===== src/rtl/csr_file_mtrap_if.sv =====
// CSR access, trap and interrupt signals exchanged between the core pipeline and the
// machine-mode CSR file.
interface csr_file_mtrap_if #(
    parameter int unsigned XLEN = 32
);
    logic [11:0]     csr_addr;
    logic [1:0]      csr_op;
    logic [XLEN-1:0] csr_wdata;
    logic [XLEN-1:0] csr_rdata;
    logic            csr_illegal;
    logic            exc_valid;
    logic [3:0]      exc_cause;
    logic [XLEN-1:0] exc_pc;
    logic [XLEN-1:0] exc_tval;
    logic            mret;
    logic            retire;
    logic            irq_ext;
    logic            irq_sw;
    logic            irq_tmr;
    logic            irq_take;
    logic [XLEN-1:0] trap_pc;
    logic            redirect;
    logic [1:0]      priv_mode;

    modport master (
        output csr_addr, csr_op, csr_wdata, exc_valid, exc_cause, exc_pc, exc_tval,
               mret, retire, irq_ext, irq_sw, irq_tmr,
        input  csr_rdata, csr_illegal, irq_take, trap_pc, redirect, priv_mode
    );

    modport slave (
        input  csr_addr, csr_op, csr_wdata, exc_valid, exc_cause, exc_pc, exc_tval,
               mret, retire, irq_ext, irq_sw, irq_tmr,
        output csr_rdata, csr_illegal, irq_take, trap_pc, redirect, priv_mode
    );
endinterface


===== src/rtl/csr_file_mtrap.sv =====
// Machine-mode CSR file for the single-hart RV32 core: CSR read/modify/write, M/U privilege,
// mcycle/minstret, interrupt prioritisation and trap/mret redirect target.
module csr_file_mtrap #(
    parameter int unsigned     XLEN        = 32,
    parameter int unsigned     CNT_W       = 64,
    parameter logic [XLEN-1:0] MTVEC_RST   = '0,
    parameter bit              VECTORED_EN = 1'b1,
    parameter logic [XLEN-1:0] HART_ID     = '0
) (
    input  logic             clk,
    input  logic             reset_x,
    csr_file_mtrap_if.slave  bus
);
    localparam int unsigned     HI_W     = CNT_W - 32;
    localparam logic [1:0]      PRIV_M   = 2'b11;
    localparam logic [1:0]      PRIV_U   = 2'b00;
    localparam logic [XLEN-1:0] MIE_MASK = XLEN'(12'h888);
    localparam logic [XLEN-1:0] MISA_VAL = XLEN'(32'h4000_0100);

    typedef enum logic [1:0] {OP_NONE = 2'b00, OP_RW = 2'b01, OP_RS = 2'b10, OP_RC = 2'b11} csr_op_e;

    logic [1:0]       priv_q, priv_d;
    logic             mst_mie_q, mst_mie_d;
    logic             mst_mpie_q, mst_mpie_d;
    logic [1:0]       mst_mpp_q, mst_mpp_d;
    logic [XLEN-1:0]  mie_q, mie_d;
    logic [XLEN-1:0]  mtvec_q, mtvec_d;
    logic [XLEN-1:0]  mscratch_q, mscratch_d;
    logic [XLEN-1:0]  mepc_q, mepc_d;
    logic [XLEN-1:0]  mcause_q, mcause_d;
    logic [XLEN-1:0]  mtval_q, mtval_d;
    logic [CNT_W-1:0] mcycle_q, mcycle_d;
    logic [CNT_W-1:0] minstret_q, minstret_d;

    csr_op_e         op;
    logic [XLEN-1:0] mip;
    logic [XLEN-1:0] pending;
    logic            vec_mode;
    logic [XLEN-1:0] trap_base;
    logic [XLEN-1:0] rd_val;
    logic [XLEN-1:0] wr_val;
    logic            impl;
    logic            wr_req;
    logic            illegal;
    logic            irq_en;
    logic            irq_take;
    logic [3:0]      irq_code;
    logic            csr_do_write;

    assign op        = csr_op_e'(bus.csr_op);
    assign vec_mode  = VECTORED_EN && (mtvec_q[1:0] == 2'b01);
    assign trap_base = {mtvec_q[XLEN-1:2], 2'b00};

    always_comb begin
        mip     = '0;
        mip[3]  = bus.irq_sw;
        mip[7]  = bus.irq_tmr;
        mip[11] = bus.irq_ext;
    end

    // NOTE: every combinational output gets a default before the case, so no path leaves
    // a variable unassigned and no latch is inferred.
    always_comb begin
        rd_val = '0;
        impl   = 1'b1;
        case (bus.csr_addr)
            12'h300: begin
                rd_val[3]     = mst_mie_q;
                rd_val[7]     = mst_mpie_q;
                rd_val[12:11] = mst_mpp_q;
            end
            12'h301: rd_val = MISA_VAL;
            12'h304: rd_val = mie_q;
            12'h305: rd_val = {mtvec_q[XLEN-1:2], 1'b0, vec_mode};
            12'h340: rd_val = mscratch_q;
            12'h341: rd_val = mepc_q;
            12'h342: rd_val = mcause_q;
            12'h343: rd_val = mtval_q;
            12'h344: rd_val = mip;
            12'hB00: rd_val = mcycle_q[31:0];
            12'hB80: rd_val = XLEN'(mcycle_q[CNT_W-1:32]);
            12'hB02: rd_val = minstret_q[31:0];
            12'hB82: rd_val = XLEN'(minstret_q[CNT_W-1:32]);
            12'hF14: rd_val = HART_ID;
            default: impl = 1'b0;
        endcase
    end

    // Set/clear with a zero operand is a pure read and must not trip the read-only check.
    assign wr_req  = (op == OP_RW) || ((op == OP_RS || op == OP_RC) && (|bus.csr_wdata));
    assign illegal = (op != OP_NONE) &&
                     (!impl || (bus.csr_addr[9:8] > priv_q) ||
                      ((bus.csr_addr[11:10] == 2'b11) && wr_req));

    always_comb begin
        case (op)
            OP_RW:   wr_val = bus.csr_wdata;
            OP_RS:   wr_val = rd_val | bus.csr_wdata;
            OP_RC:   wr_val = rd_val & ~bus.csr_wdata;
            default: wr_val = rd_val;
        endcase
    end

    assign pending  = mie_q & mip;
    assign irq_en   = ((priv_q == PRIV_M) && mst_mie_q) || (priv_q == PRIV_U);
    assign irq_take = irq_en && (|pending) && !bus.exc_valid && !bus.mret;
    assign irq_code = pending[11] ? 4'd11 : (pending[3] ? 4'd3 : 4'd7);

    assign csr_do_write = wr_req && (op != OP_NONE) && !illegal &&
                          !bus.exc_valid && !irq_take && !bus.mret;

    assign bus.csr_rdata   = illegal ? '0 : rd_val;
    assign bus.csr_illegal = illegal;
    assign bus.irq_take    = irq_take;
    assign bus.redirect    = bus.exc_valid || irq_take || bus.mret;
    assign bus.priv_mode   = priv_q;

    always_comb begin
        if (bus.exc_valid)     bus.trap_pc = trap_base;
        else if (irq_take)     bus.trap_pc = vec_mode ? trap_base + XLEN'({irq_code, 2'b00}) : trap_base;
        else if (bus.mret)     bus.trap_pc = mepc_q;
        else                   bus.trap_pc = trap_base;
    end

    always_comb begin
        priv_d     = priv_q;
        mst_mie_d  = mst_mie_q;
        mst_mpie_d = mst_mpie_q;
        mst_mpp_d  = mst_mpp_q;
        mie_d      = mie_q;
        mtvec_d    = mtvec_q;
        mscratch_d = mscratch_q;
        mepc_d     = mepc_q;
        mcause_d   = mcause_q;
        mtval_d    = mtval_q;
        mcycle_d   = mcycle_q + CNT_W'(1);
        minstret_d = minstret_q + CNT_W'(bus.retire);

        if (bus.exc_valid || irq_take) begin
            mepc_d             = bus.exc_pc;
            mcause_d           = '0;
            mcause_d[XLEN-1]   = !bus.exc_valid;
            mcause_d[3:0]      = bus.exc_valid ? bus.exc_cause : irq_code;
            mtval_d            = bus.exc_valid ? bus.exc_tval : '0;
            mst_mpie_d         = mst_mie_q;
            mst_mie_d          = 1'b0;
            mst_mpp_d          = priv_q;
            priv_d             = PRIV_M;
        end else if (bus.mret) begin
            mst_mie_d  = mst_mpie_q;
            mst_mpie_d = 1'b1;
            priv_d     = mst_mpp_q;
            mst_mpp_d  = PRIV_U;
        end else if (csr_do_write) begin
            case (bus.csr_addr)
                12'h300: begin
                    mst_mie_d  = wr_val[3];
                    mst_mpie_d = wr_val[7];
                    mst_mpp_d  = wr_val[12:11];
                end
                12'h304: mie_d      = wr_val & MIE_MASK;
                12'h305: mtvec_d    = wr_val;
                12'h340: mscratch_d = wr_val;
                12'h341: mepc_d     = {wr_val[XLEN-1:2], 2'b00};
                12'h342: mcause_d   = wr_val;
                12'h343: mtval_d    = wr_val;
                // A half write replaces that half outright: no increment, no carry.
                12'hB00: mcycle_d   = {mcycle_q[CNT_W-1:32], wr_val};
                12'hB80: mcycle_d   = {wr_val[HI_W-1:0], mcycle_q[31:0]};
                12'hB02: minstret_d = {minstret_q[CNT_W-1:32], wr_val};
                12'hB82: minstret_d = {wr_val[HI_W-1:0], minstret_q[31:0]};
                default: ;
            endcase
        end
    end

    // NOTE: state registers use non-blocking assignments so every flop samples the
    // pre-edge values computed above, independent of statement order.
    always_ff @(posedge clk or negedge reset_x) begin
        if (!reset_x) begin
            priv_q     <= PRIV_M;
            mst_mie_q  <= 1'b0;
            mst_mpie_q <= 1'b0;
            mst_mpp_q  <= PRIV_M;
            mie_q      <= '0;
            mtvec_q    <= MTVEC_RST;
            mscratch_q <= '0;
            mepc_q     <= '0;
            mcause_q   <= '0;
            mtval_q    <= '0;
            mcycle_q   <= '0;
            minstret_q <= '0;
        end else begin
            priv_q     <= priv_d;
            mst_mie_q  <= mst_mie_d;
            mst_mpie_q <= mst_mpie_d;
            mst_mpp_q  <= mst_mpp_d;
            mie_q      <= mie_d;
            mtvec_q    <= mtvec_d;
            mscratch_q <= mscratch_d;
            mepc_q     <= mepc_d;
            mcause_q   <= mcause_d;
            mtval_q    <= mtval_d;
            mcycle_q   <= mcycle_d;
            minstret_q <= minstret_d;
        end
    end
endmodule


===== src/flat_wrapper.sv =====
// flat-port wrapper written by rule: the top's interface ports become plain ports
module csr_file_mtrap_flat 
#(
    parameter int unsigned     XLEN        = 32,
    parameter int unsigned     CNT_W       = 64,
    parameter logic [XLEN-1:0] MTVEC_RST   = '0,
    parameter bit              VECTORED_EN = 1'b1,
    parameter logic [XLEN-1:0] HART_ID     = '0
)
  (clk, reset_x, bus_csr_addr, bus_csr_op, bus_csr_wdata, bus_exc_valid, bus_exc_cause, bus_exc_pc, bus_exc_tval, bus_mret, bus_retire, bus_irq_ext, bus_irq_sw, bus_irq_tmr, bus_csr_rdata, bus_csr_illegal, bus_irq_take, bus_trap_pc, bus_redirect, bus_priv_mode);
  csr_file_mtrap_if #(.XLEN(XLEN)) bus_i ();
  input  logic clk;
  input  logic reset_x;
  input wire logic [$bits(bus_i.csr_addr)-1:0] bus_csr_addr;
  input wire logic [$bits(bus_i.csr_op)-1:0] bus_csr_op;
  input wire logic [$bits(bus_i.csr_wdata)-1:0] bus_csr_wdata;
  input wire logic [$bits(bus_i.exc_valid)-1:0] bus_exc_valid;
  input wire logic [$bits(bus_i.exc_cause)-1:0] bus_exc_cause;
  input wire logic [$bits(bus_i.exc_pc)-1:0] bus_exc_pc;
  input wire logic [$bits(bus_i.exc_tval)-1:0] bus_exc_tval;
  input wire logic [$bits(bus_i.mret)-1:0] bus_mret;
  input wire logic [$bits(bus_i.retire)-1:0] bus_retire;
  input wire logic [$bits(bus_i.irq_ext)-1:0] bus_irq_ext;
  input wire logic [$bits(bus_i.irq_sw)-1:0] bus_irq_sw;
  input wire logic [$bits(bus_i.irq_tmr)-1:0] bus_irq_tmr;
  output wire logic [$bits(bus_i.csr_rdata)-1:0] bus_csr_rdata;
  output wire logic [$bits(bus_i.csr_illegal)-1:0] bus_csr_illegal;
  output wire logic [$bits(bus_i.irq_take)-1:0] bus_irq_take;
  output wire logic [$bits(bus_i.trap_pc)-1:0] bus_trap_pc;
  output wire logic [$bits(bus_i.redirect)-1:0] bus_redirect;
  output wire logic [$bits(bus_i.priv_mode)-1:0] bus_priv_mode;
  assign bus_i.csr_addr = bus_csr_addr;
  assign bus_i.csr_op = bus_csr_op;
  assign bus_i.csr_wdata = bus_csr_wdata;
  assign bus_i.exc_valid = bus_exc_valid;
  assign bus_i.exc_cause = bus_exc_cause;
  assign bus_i.exc_pc = bus_exc_pc;
  assign bus_i.exc_tval = bus_exc_tval;
  assign bus_i.mret = bus_mret;
  assign bus_i.retire = bus_retire;
  assign bus_i.irq_ext = bus_irq_ext;
  assign bus_i.irq_sw = bus_irq_sw;
  assign bus_i.irq_tmr = bus_irq_tmr;
  assign bus_csr_rdata = bus_i.csr_rdata;
  assign bus_csr_illegal = bus_i.csr_illegal;
  assign bus_irq_take = bus_i.irq_take;
  assign bus_trap_pc = bus_i.trap_pc;
  assign bus_redirect = bus_i.redirect;
  assign bus_priv_mode = bus_i.priv_mode;
  csr_file_mtrap #(.XLEN(XLEN), .CNT_W(CNT_W), .MTVEC_RST(MTVEC_RST), .VECTORED_EN(VECTORED_EN), .HART_ID(HART_ID)) u_core (.clk(clk), .reset_x(reset_x), .bus(bus_i));
endmodule

===== config.mk =====
export PLATFORM = sky130hd
export DESIGN_NAME = csr_file_mtrap_flat
export DESIGN_NICKNAME = d
export VERILOG_FILES = /design/src/rtl/csr_file_mtrap_if.sv /design/src/rtl/csr_file_mtrap.sv /design/src/flat_wrapper.sv
export SDC_FILE = /design/constraint.sdc
export NUM_CORES = 1
export LEC_CHECK = 0
export BUFFER_PORTS_ARGS = -buffer_cell sky130_fd_sc_hd__buf_2
export CAP_MARGIN = 0
export CELL_PAD_IN_SITES_DETAIL_PLACEMENT = 1
export CELL_PAD_IN_SITES_GLOBAL_PLACEMENT = 2
export CORE_UTILIZATION = 32
export DETAILED_ROUTE_END_ITERATION = 8
export PLACE_DENSITY_LB_ADDON = 0.1
export RECOVER_POWER = 25
export SLEW_MARGIN = 20
export SYNTH_ARGS = -nofsm -noshare
export SYNTH_HDL_FRONTEND = slang
export SYNTH_SLANG_ARGS = --single-unit

===== constraint.sdc =====
create_clock -name clk -period 4.25 [get_ports clk]
set_clock_uncertainty 0.1 [all_clocks]
set_input_delay 0.85 -clock clk [delete_from_list [all_inputs] [get_ports clk]]
set_output_delay 0.85 -clock clk [all_outputs]
set_load 0.01 [all_outputs]

* Yosys cells after proc, flatten, opt, wreduce, memory -nomap -nowiden
Cells that the tools add are included.
Operators by class: add/subtract/negate cells 3, multipliers 0, div/mod/pow operators 0, magnitude comparators 1, equality and inequality tests 25, shift-type cells 0, mux-type cells 52, bitwise operators 6, reductions and logical operators 43
Operators with widths (number):
- two-way mux 32 bit | 18
- two-way mux 64 bit | 6
- one-hot mux 64 bit (2 select lines) | 2
- one-hot mux 19 bit (10 select lines) | 1
- equality test 12 x 10 -> 1 bit (second input constant) | 9
- one-hot mux 32 bit (3 select lines) | 1
- adder 64 x 1 -> 64 bit | 1
- adder 64 x 1 -> 64 bit (second input constant) | 1
- OR reduction 32 bit | 2
- equality test 12 bit (second input constant) | 5
- one-hot mux 3 bit (9 select lines) | 2
- adder 32 x 6 -> 32 bit | 1
- AND 32 bit | 1
- inverter 32 bit | 1
- OR 32 bit | 1
- one-hot mux 3 bit (10 select lines) | 1
- one-hot mux 1 bit (12 select lines) | 2
- one-hot mux 2 bit (12 select lines) | 1
- != test 4 bit (second input constant) | 4
- OR reduction 14 bit | 1
- AND 12 bit | 1
- logical AND 1 bit | 12
- two-way mux 2 bit | 6
- AND reduction 4 bit | 3
- other kinds (15) | 47
Storage, ports and cells: register bits 297, latch bits 0, RAM bits 0, memory bits (read-only) 0, input bits 122, logic and storage cells 144, memories 0

* Logic depth before layout (Yosys ltp)
depth after elaboration 15, gate-level depth with buffers 13, depth with buffers taken out 9

* Worst setup path before layout
OpenSTA, ideal clock, no wires.
kind input-to-output, from input port bus_csr_wdata[0], to output port bus_csr_rdata[29], arrival time 2931 ps, required time 3300 ps, slack 369 ps, cell stages on the path 8, path through or4_4 -> or4_1 -> buf_2 -> a31oi_1 -> a21oi_2 -> or2_0 -> clkbuf_1 -> a31oi_1
Between the ends: cells in the longest elaborated chain, start to end 7
RTL lines:
- from (decl) | line flat_wrapper.sv:16 | input wire logic [$bits(bus_i.csr_wdata)-1:0] bus_csr_wdata;
- OR reduction 32 bit | line csr_file_mtrap.sv:90 | assign wr_req = (op == OP_RW) || ((op == OP_RS || op == OP_RC) && (|bus.csr_wdata));
- logical AND 1 bit | line csr_file_mtrap.sv:90
- logical OR 1 bit | line csr_file_mtrap.sv:90
- logical AND 1 bit | line csr_file_mtrap.sv:93 | ((bus.csr_addr[11:10] == 2'b11) && wr_req));
- logical OR 1 bit | line csr_file_mtrap.sv:92 | (!impl || (bus.csr_addr[9:8] > priv_q) ||
- logical AND 1 bit | line csr_file_mtrap.sv:91 | assign illegal = (op != OP_NONE) &&
- two-way mux 32 bit | line csr_file_mtrap.sv:112 | assign bus.csr_rdata = illegal ? '0 : rd_val;
- to (decl) | line flat_wrapper.sv:26 | output wire logic [$bits(bus_i.csr_rdata)-1:0] bus_csr_rdata;
Every way passes these cells.

* Worst setup path in the final report
from input port bus_csr_addr[10], to output port bus_csr_rdata[5]
Between the ends: cells in the longest elaborated chain, start to end 8, elaborated cells between the ends (all ways) 24, classes of those cells 15 x eq/ne; 3 x mux; 6 x reduce/logical
RTL lines:
- from (decl) | line flat_wrapper.sv:14 | input wire logic [$bits(bus_i.csr_addr)-1:0] bus_csr_addr;
- equality test 12 bit (tied with other cells) | line csr_file_mtrap.sv:66 | case (bus.csr_addr)
- OR reduction 14 bit (no line)
- two-way mux 1 bit | line csr_file_mtrap.sv:66
- logical NOT 1 bit | line csr_file_mtrap.sv:92
- logical OR 1 bit (2 in a row) | line csr_file_mtrap.sv:92
- logical AND 1 bit | line csr_file_mtrap.sv:91
- two-way mux 32 bit * | line csr_file_mtrap.sv:112
Mark *: on every way between the ends. The rest lies on a longest branch, timed or not.

==> results_dict.tcl <==
set metrics [dict create \
    h-tree-depth 2 \
    gp_congestion 1.05 \
    initial_core_util_pct 32.5 \
    r2r_cells 10 \
    wl_met3_um 13100 \
    arrival_ns 3.19 \
    grt-ovfl-total 0 \
    ys_ff_latch 297 \
    whs_endpoint "u_core.mcause_q[15]" \
    critPathTopFamily "simple AND/OR/NAND/NOR gates" \
    cts_num_sinks 297 \
    tritoncts "built" \
    r2r_start "u_core.bus.priv_mode[1]" \
    r2r-end "u_core.minstret_q[59]" \
    routed-via-count 22800 \
    syn-cell-area_um2 20100 \
    status "finished with violations" \
    cts_buffer_depth 3 \
    final_layout_size_suffix_gt1_share_pct 22.7 \
    drt_iter0_drc 2612 \
    numCtsBuffers 39 \
    critPathMaxFanout 27 \
    drcViolationCount 0 \
    clk_pin_slew_ns 0.06 \
    finalHoldViolations 0 \
    synth_cell_types 105 \
    synth_edf_count 0 \
    ys_top_cells_by_count "300 x nand2_1, 293 x dfrtp_1, 207 x o21ai_0" \
    ant_nets 0 \
    grt_setup_unrepaired "false" \
    vias_per_cell 6.48 \
    crit_type "in -> out" \
    setup_violations 0 \
    io_pins 191 \
    worst_setup_path_end_kind "output pin" \
    met2WireLength_um 53000 \
    violations "capacitance limit, slew limit" \
    synth_warnings 0 \
    power_mw 8.36 \
    postCtsSetupBuffers 0 \
    ff2ff_setup_slack_ns 0.73 \
    yosysTopAreaCell "dfrtp_1" \
    drt-wirelength-per-cell_um 36.7 \
    routed.top_layer "met5" \
    hold_start "u_core.mcause_q[15]" \
    place_inst 3439 \
    crit_slowest_cell "o211ai_4" \
    required_ns 3.30 \
    path_cells "buf_2 > and4bb_2 > and2_1 > o211ai_4 > nand2_1 > a21oi_2 > buf_4 > nor2_1 > buf_2" \
    met1_length_um 57900 \
    syn_to_final_growth_pct 23.5 \
    track_usage_pct 40.1 \
    die_h_um 253 \
    cts_root_buffer "clkbuf_16" \
    cp_slowest_stage_delay_ns 0.37 \
    start_kind "primary input" \
    min_delay_path_depth 2 \
    port_buffers 190 \
    preCtsSetupSlack_ns -0.221 \
    stdcell_count 3520 \
    synth_top_flop_cell "dfrtp_1" \
    postLayoutCellArea_um2 24800 \
    core_area_um2 61900 \
    dpl-instance-area_um2 23400 \
    syn-num-nets 2490 \
    die_w_um 253 \
    place_hpwl_um 99700 \
    slew_violations 96 \
    crit_path_start "bus_csr_addr[10]" \
    ys_top_cells_by_area "dfrtp_1 36%, nand2_1 5.6%, o21ai_0 5.1%, a21oi_1 4.6%, nor2_1 3.2%" \
    peakVddDrop_mv 0.293 \
    max_cap_viol_count 1 \
    ys_seq_area_share_pct 37.0 \
    synth_top_area_share_pct 36.4 \
    num_rows 91 \
    tightestPinTransition_ns 3.32 \
    fmax_mhz 242 \
    avgSynthCellArea_um2 8.52 \
    grt_max_degree 99 \
    cp_common_cell "buf_2" \
    power_leakage_nw 10.3 \
    grt_pass1_vias 21900 \
    firstDrtPassIters 6 \
    power_density_nw_per_um2 337 \
    grt_antenna_before_repair 26 \
    syn_inst 2360 \
    min_period_ns 4.14 \
    fin_crit_sh_pct 97.4 \
    worstHoldPathType "reg -> reg" \
    postSynth.asyncResetShare_pct 100 \
    grt_pass1_wl_um 178000 \
    die-area_um2 63900 \
    critPathBufInv 3 \
    relSlewSlack_pct -121 \
    synth_most_common_cell "nand2_1" \
    clk-insertion-delay-late_ns 0.59 \
    nets 2773 \
    cts_hold_buf 0 \
    layout_setup_ws_ns 0.109 \
    routed_wl_um 129000 \
]
[flip-flops by register name, indices dropped and copies added (netlist names), 3 cells and up]
name               count
u_core.mscratch_q     32
u_core.mcause_q       32
u_core.minstret_q     64
u_core.mepc_q         32
u_core.mtval_q        32
u_core.mcycle_q       64
u_core.mtvec_q        32
u_core.mie_q           3
[repair_timing]
action | CTS | global route
resized for setup | 4 | 7
endpoints found under the setup margin | 7 | 11
endpoints found under the hold margin | 0 | 0
pin swaps | 0 | 1
gates cloned | 0 | 0
[where the power goes]
| part | total, mW | switching, mW | internal, mW | leakage [nW] |
|---|---|---|---|---|
| Combinational | 1.40 | 0.921 | 0.480 | 5.82 |
| Sequential | 3.33 | 0.329 | 3.00 | 3.78 |
| Clock | 3.63 | 1.51 | 2.12 | 0.686 |
[tightest hold or removal path, cell delays in order, from the launching register on]
cell and delay (ns):
dfrtp_1 0.34, nand2_1 0.05, nand2_1 0.05
[stage by stage]
step                util (%)  TNS (ns)  hold WS [ns]
floorplan                  -         0         0.333
global placement        37.8    -0.139         0.352
detailed placement      37.8    -0.234         0.360
CTS                     40.1         0         0.260
global route            40.1         0         0.404
finish                  40.1         0         0.369
[worst max-delay path by stage]
stage	endpoint	slack [ns]	depth (start not counted)
after floorplan	bus_csr_rdata[29]	0.37	8
after global placement	bus_csr_rdata[7]	-0.14	10
after detailed placement	bus_csr_rdata[7]	-0.22	10
after CTS	bus_trap_pc[21]	0.0003	10
after global routing	bus_csr_rdata[29]	0.04	9
final	bus_csr_rdata[5]	0.11	9
[cell families (layout without fill, tap and decap cells)]
kind of cell    count (synthesis)  in the layout  synth area share [%]
mux                           102            102                  6.62
xor+xnor                       53             53                  2.31
other cells                     0             10                     0
simple gates                  933            933                  24.0
fa+ha+maj                       8              8                 0.498
flops                         297            297                  37.0
buf+inv                       202            515                  4.70
compound gates                765            765                  24.9
[routing by layer]
layer	track usage, %	up-vias
li1	-	9501
met1	58.2	11800
met2	56.3	1246
met3	10.6	224
met4	15.0	20
met5	0	-
[final cells by class]
cell class              instances  area (um^2)
clock buffers                  54         1160
clock inverters                17          224
well taps                     837         1050
flip-flops and latches        297         7440
fillers                      7384        37100
diodes                         10         25.0
inverters                      28          105
repair buffers                416         2990
multi-input cells            1861        11900
[layout by cell type, fill, tap and decap left out, types with 26 or more instances in the layout]
cell / instances
a21oi_1: 186
a22o_1: 40
a22oi_1: 26
a31oi_1: 45
and3_1: 59
buf_12: 28
buf_2: 188
buf_4: 197
clkbuf_16: 39
dfrtp_1: 292
inv_1: 26
mux2_2: 29
mux2i_1: 51
nand2_1: 300
nand2b_1: 29
nand3_1: 90
nand4_1: 62
nor2_1: 166
nor3_1: 43
nor4_1: 33
o211ai_1: 29
o21ai_0: 206
o221ai_1: 27
o22ai_1: 32
xnor2_1: 37
No activity file was read; power rests on OpenSTA's default activity.
